`config.mk`:
```
export PLATFORM = sky130hd
export DESIGN_NAME = aes_key_expander
export DESIGN_NICKNAME = d
export VERILOG_FILES = /design/src/rtl/aes_key_expander.sv
export SDC_FILE = /design/constraint.sdc
export NUM_CORES = 2
export LEC_CHECK = 0
export CORE_ASPECT_RATIO = 0.7
export CORE_MARGIN = 3
export CORE_UTILIZATION = 45
export CTS_CLUSTER_DIAMETER = 30
export CTS_CLUSTER_SIZE = 8
export DETAILED_ROUTE_END_ITERATION = 8
export PLACE_DENSITY = 0.65
export SYNTH_ARGS = -nofsm -noshare
export SYNTH_HDL_FRONTEND = slang
export SYNTH_SLANG_ARGS = --single-unit
export TNS_END_PERCENT = 50
```
`constraint.sdc`:
```
create_clock -name clk -period 12 [get_ports clk]
set_clock_uncertainty 0.05 [all_clocks]
set_input_delay 1.2 -clock clk [delete_from_list [all_inputs] [get_ports clk]]
set_output_delay 1.2 -clock clk [all_outputs]
set_load 0.02 [all_outputs]
```
`src/rtl/aes_key_expander.sv`:
```
// Purpose: sequences an external AES-128 round-key stage and stores all round keys.
// Latency: 1+NUM_ROUNDS*(KS_LATENCY+1) cycles from an accepted key_load to done; reads take 1 cycle.
// Backpressure: none; key_load is ignored unless the FSM is in IDLE, and reads are always served.
module aes_key_expander #(
    parameter int KS_LATENCY = 2,
    parameter int NUM_ROUNDS = 10
) (
    input  logic         clk,
    input  logic         rst,
    input  logic [127:0] key_in,
    input  logic         key_load,
    output logic         busy,
    output logic         done,
    output logic         ready,
    output logic         ks_en,
    output logic [3:0]   ks_round,
    output logic [127:0] ks_din,
    input  logic [127:0] ks_dout,
    input  logic [3:0]   rk_addr,
    output logic [127:0] rk_data
);

    // Counter must reach KS_LATENCY; keep at least 2 bits.
    localparam int CNT_W_RAW = $clog2(KS_LATENCY + 1);
    localparam int CNT_W     = (CNT_W_RAW < 2) ? 2 : CNT_W_RAW;

    typedef enum logic [1:0] {
        IDLE = 2'd0,
        RUN  = 2'd1,
        FIN  = 2'd2
    } state_t;

    state_t             r_state;
    state_t             w_state_nxt;
    logic [127:0]       r_rk [0:NUM_ROUNDS];
    logic [127:0]       r_cur;
    logic [3:0]         r_round;
    logic [CNT_W-1:0]   r_cnt;
    logic               r_ready;
    logic [127:0]       r_rk_data;

    logic               w_accept;
    logic               w_step_done;
    logic               w_last_round;

    // Stage output is captured on the last cycle the inputs have been held.
    assign w_accept     = (r_state == IDLE) && key_load;
    assign w_step_done  = (r_state == RUN) && (r_cnt == CNT_W'(KS_LATENCY));
    assign w_last_round = (r_round == 4'(NUM_ROUNDS));

    assign ready   = r_ready;
    assign rk_data = r_rk_data;

    // State register.
    always_ff @(posedge clk) begin
        if (rst) begin
            r_state <= IDLE;
        end else begin
            r_state <= w_state_nxt;
        end
    end

    // Next-state and stage-drive decode; stage inputs are zero outside RUN so it never sees stale data.
    always_comb begin
        w_state_nxt = r_state;
        busy        = 1'b0;
        done        = 1'b0;
        ks_en       = 1'b0;
        ks_round    = 4'd0;
        ks_din      = '0;
        case (r_state)
            IDLE: begin
                if (key_load) begin
                    w_state_nxt = RUN;
                end
            end
            RUN: begin
                busy     = 1'b1;
                ks_en    = 1'b1;
                ks_round = r_round;
                ks_din   = r_cur;
                if (w_step_done && w_last_round) begin
                    w_state_nxt = FIN;
                end
            end
            FIN: begin
                done        = 1'b1;
                w_state_nxt = IDLE;
            end
            default: begin
                w_state_nxt = IDLE;
            end
        endcase
    end

    // Round sequencing, key store writes and the ready flag.
    always_ff @(posedge clk) begin
        if (rst) begin
            r_cur   <= '0;
            r_round <= 4'd0;
            r_cnt   <= '0;
            r_ready <= 1'b0;
            for (int i = 0; i <= NUM_ROUNDS; i++) begin
                r_rk[i] <= '0;
            end
        end else if (w_accept) begin
            r_rk[0] <= key_in;
            r_cur   <= key_in;
            r_round <= 4'd1;
            r_cnt   <= '0;
            r_ready <= 1'b0;
        end else if (r_state == RUN) begin
            if (w_step_done) begin
                r_rk[r_round] <= ks_dout;
                r_cur         <= ks_dout;
                r_cnt         <= '0;
                if (w_last_round) begin
                    r_ready <= 1'b1;
                end else begin
                    r_round <= r_round + 4'd1;
                end
            end else begin
                r_cnt <= r_cnt + CNT_W'(1);
            end
        end
    end

    // Registered read port; a same-edge write is seen on the following read.
    always_ff @(posedge clk) begin
        if (rst) begin
            r_rk_data <= '0;
        end else if (rk_addr <= 4'(NUM_ROUNDS)) begin
            r_rk_data <= r_rk[rk_addr];
        end else begin
            r_rk_data <= '0;
        end
    end

endmodule

```
==> summary.txt <==
Initial core utilization: 45.5%
Synthesis warning total: 0
Register area share after synthesis: 63.1%
Total CTS buffers: 331
Post-synth EDFFs: 1280
Share of cells above drive strength 1: 18.9%
Post-Route WL: 245000 µm
Max-Cap Viols: 0
CTS tree: done
Most common cell after layout, fill and taps aside: edfxtp_1
Worst reg2reg path depth: 6
Top Ports: 527
Final hold slack: 0.403 ns
Global route overflow: 0
Worst-path cell chain: and4bb_4, buf_4, nand4b_4, o21ai_4, buf_4, buf_4
Drt wl/cell: 28.7 µm
Fillers: 13000
Max layer used: met5
Placed Cells: 7914
Library cells used by synthesis: 50
CTS Root Cell: clkbuf_16
Post-CTS Setup Bufs: 0
Most frequent cells in the layout: 1280 x edfxtp_1, 1028 x nor2_1, 522 x clkdlybuf4s50_1
Most used DFF post-synth: edfxtp_1
Row cnt: 123
DP Area: 79600 µm²
CP max stage delay: 0.94 ns
DR vias: 53200
Final hold vios: 0
Crit path top cell by count: buf_4
Post-cts sizing count: 0
Maximum VDD drop: 0.000103 V
Die Y: 344 µm
Port Buffers: 526
First-pass GRT wire length: 355000 µm
Setup TNS: 0 ns
RSZ-0062 raised after global routing: no
CTS clock-pin slew for the worst setup and hold paths: 0.05 ns
Pwr dens: 186 nW/µm²
Final Cycle Share: 47.1%
Vias in the first global route: 53100
Min-Delay Path Depth: 2
Final instance area: 90500 µm²
Worst Hold Launch: ready
Final ANT Viol Nets: 0
Final Max Slew Viols: 0
Hold Path Class: flip-flop to flip-flop
H-tree depth: 5
Post-Syn Instances: 5775
Gpl congestion: 0.812
Dpl hpwl: 133000 µm
Rel. slew slack: 11.3%
DR WL met3: 23000 µm
Status: completed
Reg2reg end: r_rk[5][29]
Reg-to-Reg Start: r_state[0]
DRC: 0
Max frequency: 0.177 GHz
Async SR Flop Fraction: 0%
Drt first pass iters: 6
Post-CTS Hold Buffers: 0
All-Layer GR Usage: 28.3%
Clk_lat worst skew: 0.94 ns
FF/Latch Area: 46300 µm²
Syn nets: 6040
Worst Hold Path EP: ready
Crit path time final: 5.65 ns
Finish-stage setup viols: 0
Crit Path Category: flip-flop to flip-flop
Drt via density: 6.25
WL met2: 116000 µm
Die area: 168000 µm²
Clock Path Buffers: 4
Leakage power: 31.7 nW
Clock Sinks: 1673
Yosys reg bits: 1673
NumNets Final: 6387
Worst-Margin Slew: 1.33 ns
Wl on met1: 98000 µm
Post-Syn Area: 73400 µm²
Finished Layout Cells: 8509
Slowest cell on the critical path: and4bb_4
CP Capture Type: flip-flop
Synthesized area per cell: 12.7 µm²
WP data required: 12.44 ns
Worst reg-to-reg setup slack: 6.35 ns
CP arrival: 6.09 ns
Initial antenna violation count: 12
Die Wd: 489 µm
Largest net degree at the start of global routing: 145
Area Growth Syn to Fin: 23.4%
Area occupied by multi-input gates: 23300 µm²
Core box area: 161000 µm²
Startpoint types: flip-flop
Number of DRC markers in iteration 0: 6566
Crit Path Max Fanout: 76
[power breakdown]
| group | switching, mW | total (mW) | internal (mW) |
|---|---|---|---|
| Combinational | 0.720 | 1.14 | 0.420 |
| Clock | 2.96 | 9.10 | 6.14 |
| Sequential | 0.0852 | 6.56 | 6.47 |
[kinds of logic after synthesis]
logic type      count (synthesis)  synth area share (%)
mux                           514                  9.64
simple gates                 1843                  10.7
compound gates                919                  11.1
fa+ha+maj                       2                0.0341
flops                        1673                  63.1
buf+inv                       824                  5.42
[Yosys cell counts (all sizes together) (2+ instances only)]
master | number | area share [%]
nand3b | 3 | 0.031
nor3 | 389 | 2.7
a211oi | 128 | 2.1
mux2i | 129 | 1.8
ha | 2 | 0.034
nand4 | 3 | 0.026
a21oi | 7 | 0.048
clkbuf | 246 | 1.3
o22ai | 128 | 1.1
nand2b | 2 | 0.017
a2bb2oi | 127 | 1.5
nor3b | 2 | 0.027
nand3 | 3 | 0.020
nor2b | 7 | 0.060
o31ai | 2 | 0.020
inv | 133 | 0.68
nand2 | 266 | 1.4
dfxtp | 393 | 11
and2 | 131 | 1.1
a32oi | 128 | 1.5
edfxtp | 1280 | 52
nor2 | 1028 | 5.3
a21o | 2 | 0.020
a41oi | 128 | 1.5
o2111ai | 3 | 0.036
o21ai | 5 | 0.034
mux2 | 257 | 3.9
mux4 | 128 | 3.9
o32ai | 128 | 1.5
buf | 445 | 3.5
a311oi | 130 | 1.6
[worst max-delay path by stage]
| stage | from | to | slack, ns | cells after the start |
|---|---|---|---|---|
| CTS | r_state[0] | r_rk[5][29] | 6.39 | 6 |
| finish | r_state[0] | r_rk[5][29] | 6.35 | 6 |
| global route | r_state[0] | r_rk[5][29] | 6.14 | 6 |
| detailed placement | r_state[0] | r_rk[5][32] | 6.45 | 6 |
| floorplan | key_load | r_rk[9][0] | 0.24 | 4 |
| global placement | r_state[0] | r_rk[5][27] | 6.54 | 6 |
[flip-flops by register name (all words and copies together), names as in the netlist]
signal,flops
ready,1
r_cur,128
r_rk,1408
r_cnt,2
r_state,2
r_round,4
rk_data,128
[critical path, delay by kind of cell (launching register included)]
kind | cells | cell delay (ns)
buffers and inverters | 3 | 2.20
AND/OR/NAND/NOR | 2 | 1.79
flip-flops | 1 | 0.59
AO/OA/AOI/OAI | 1 | 0.42
[metrics by stage]
step                power, mW  setup slack, ns  utilization (%)
floorplan                7.30            0.238                -
detailed placement       7.78             6.45             49.3
global route             17.2             6.14             56.1
CTS                      16.9             6.39             56.1
global placement         7.76             6.54             49.3
finish                   16.8             6.35             56.1
[area by class of cell]
cell class | count | area share (%)
Tap cell | 2125 | 2.94
Antenna cell | 6 | 0.0166
Clock inverter | 144 | 2.08
Multi-Input combinational cell | 3278 | 25.8
Timing Repair Buffer | 705 | 7.47
Sequential cell | 1673 | 51.1
Inverter | 133 | 0.562
Clock buffer | 445 | 10.0
[routing by layer]
layer  track usage, %  up-vias
met5                0        -
met4             9.92        4
met3             5.72      481
met2             45.0     3131
met1             38.7    27100
li1                 -    22500
Note: power is estimated with default switching activity, not from simulation.
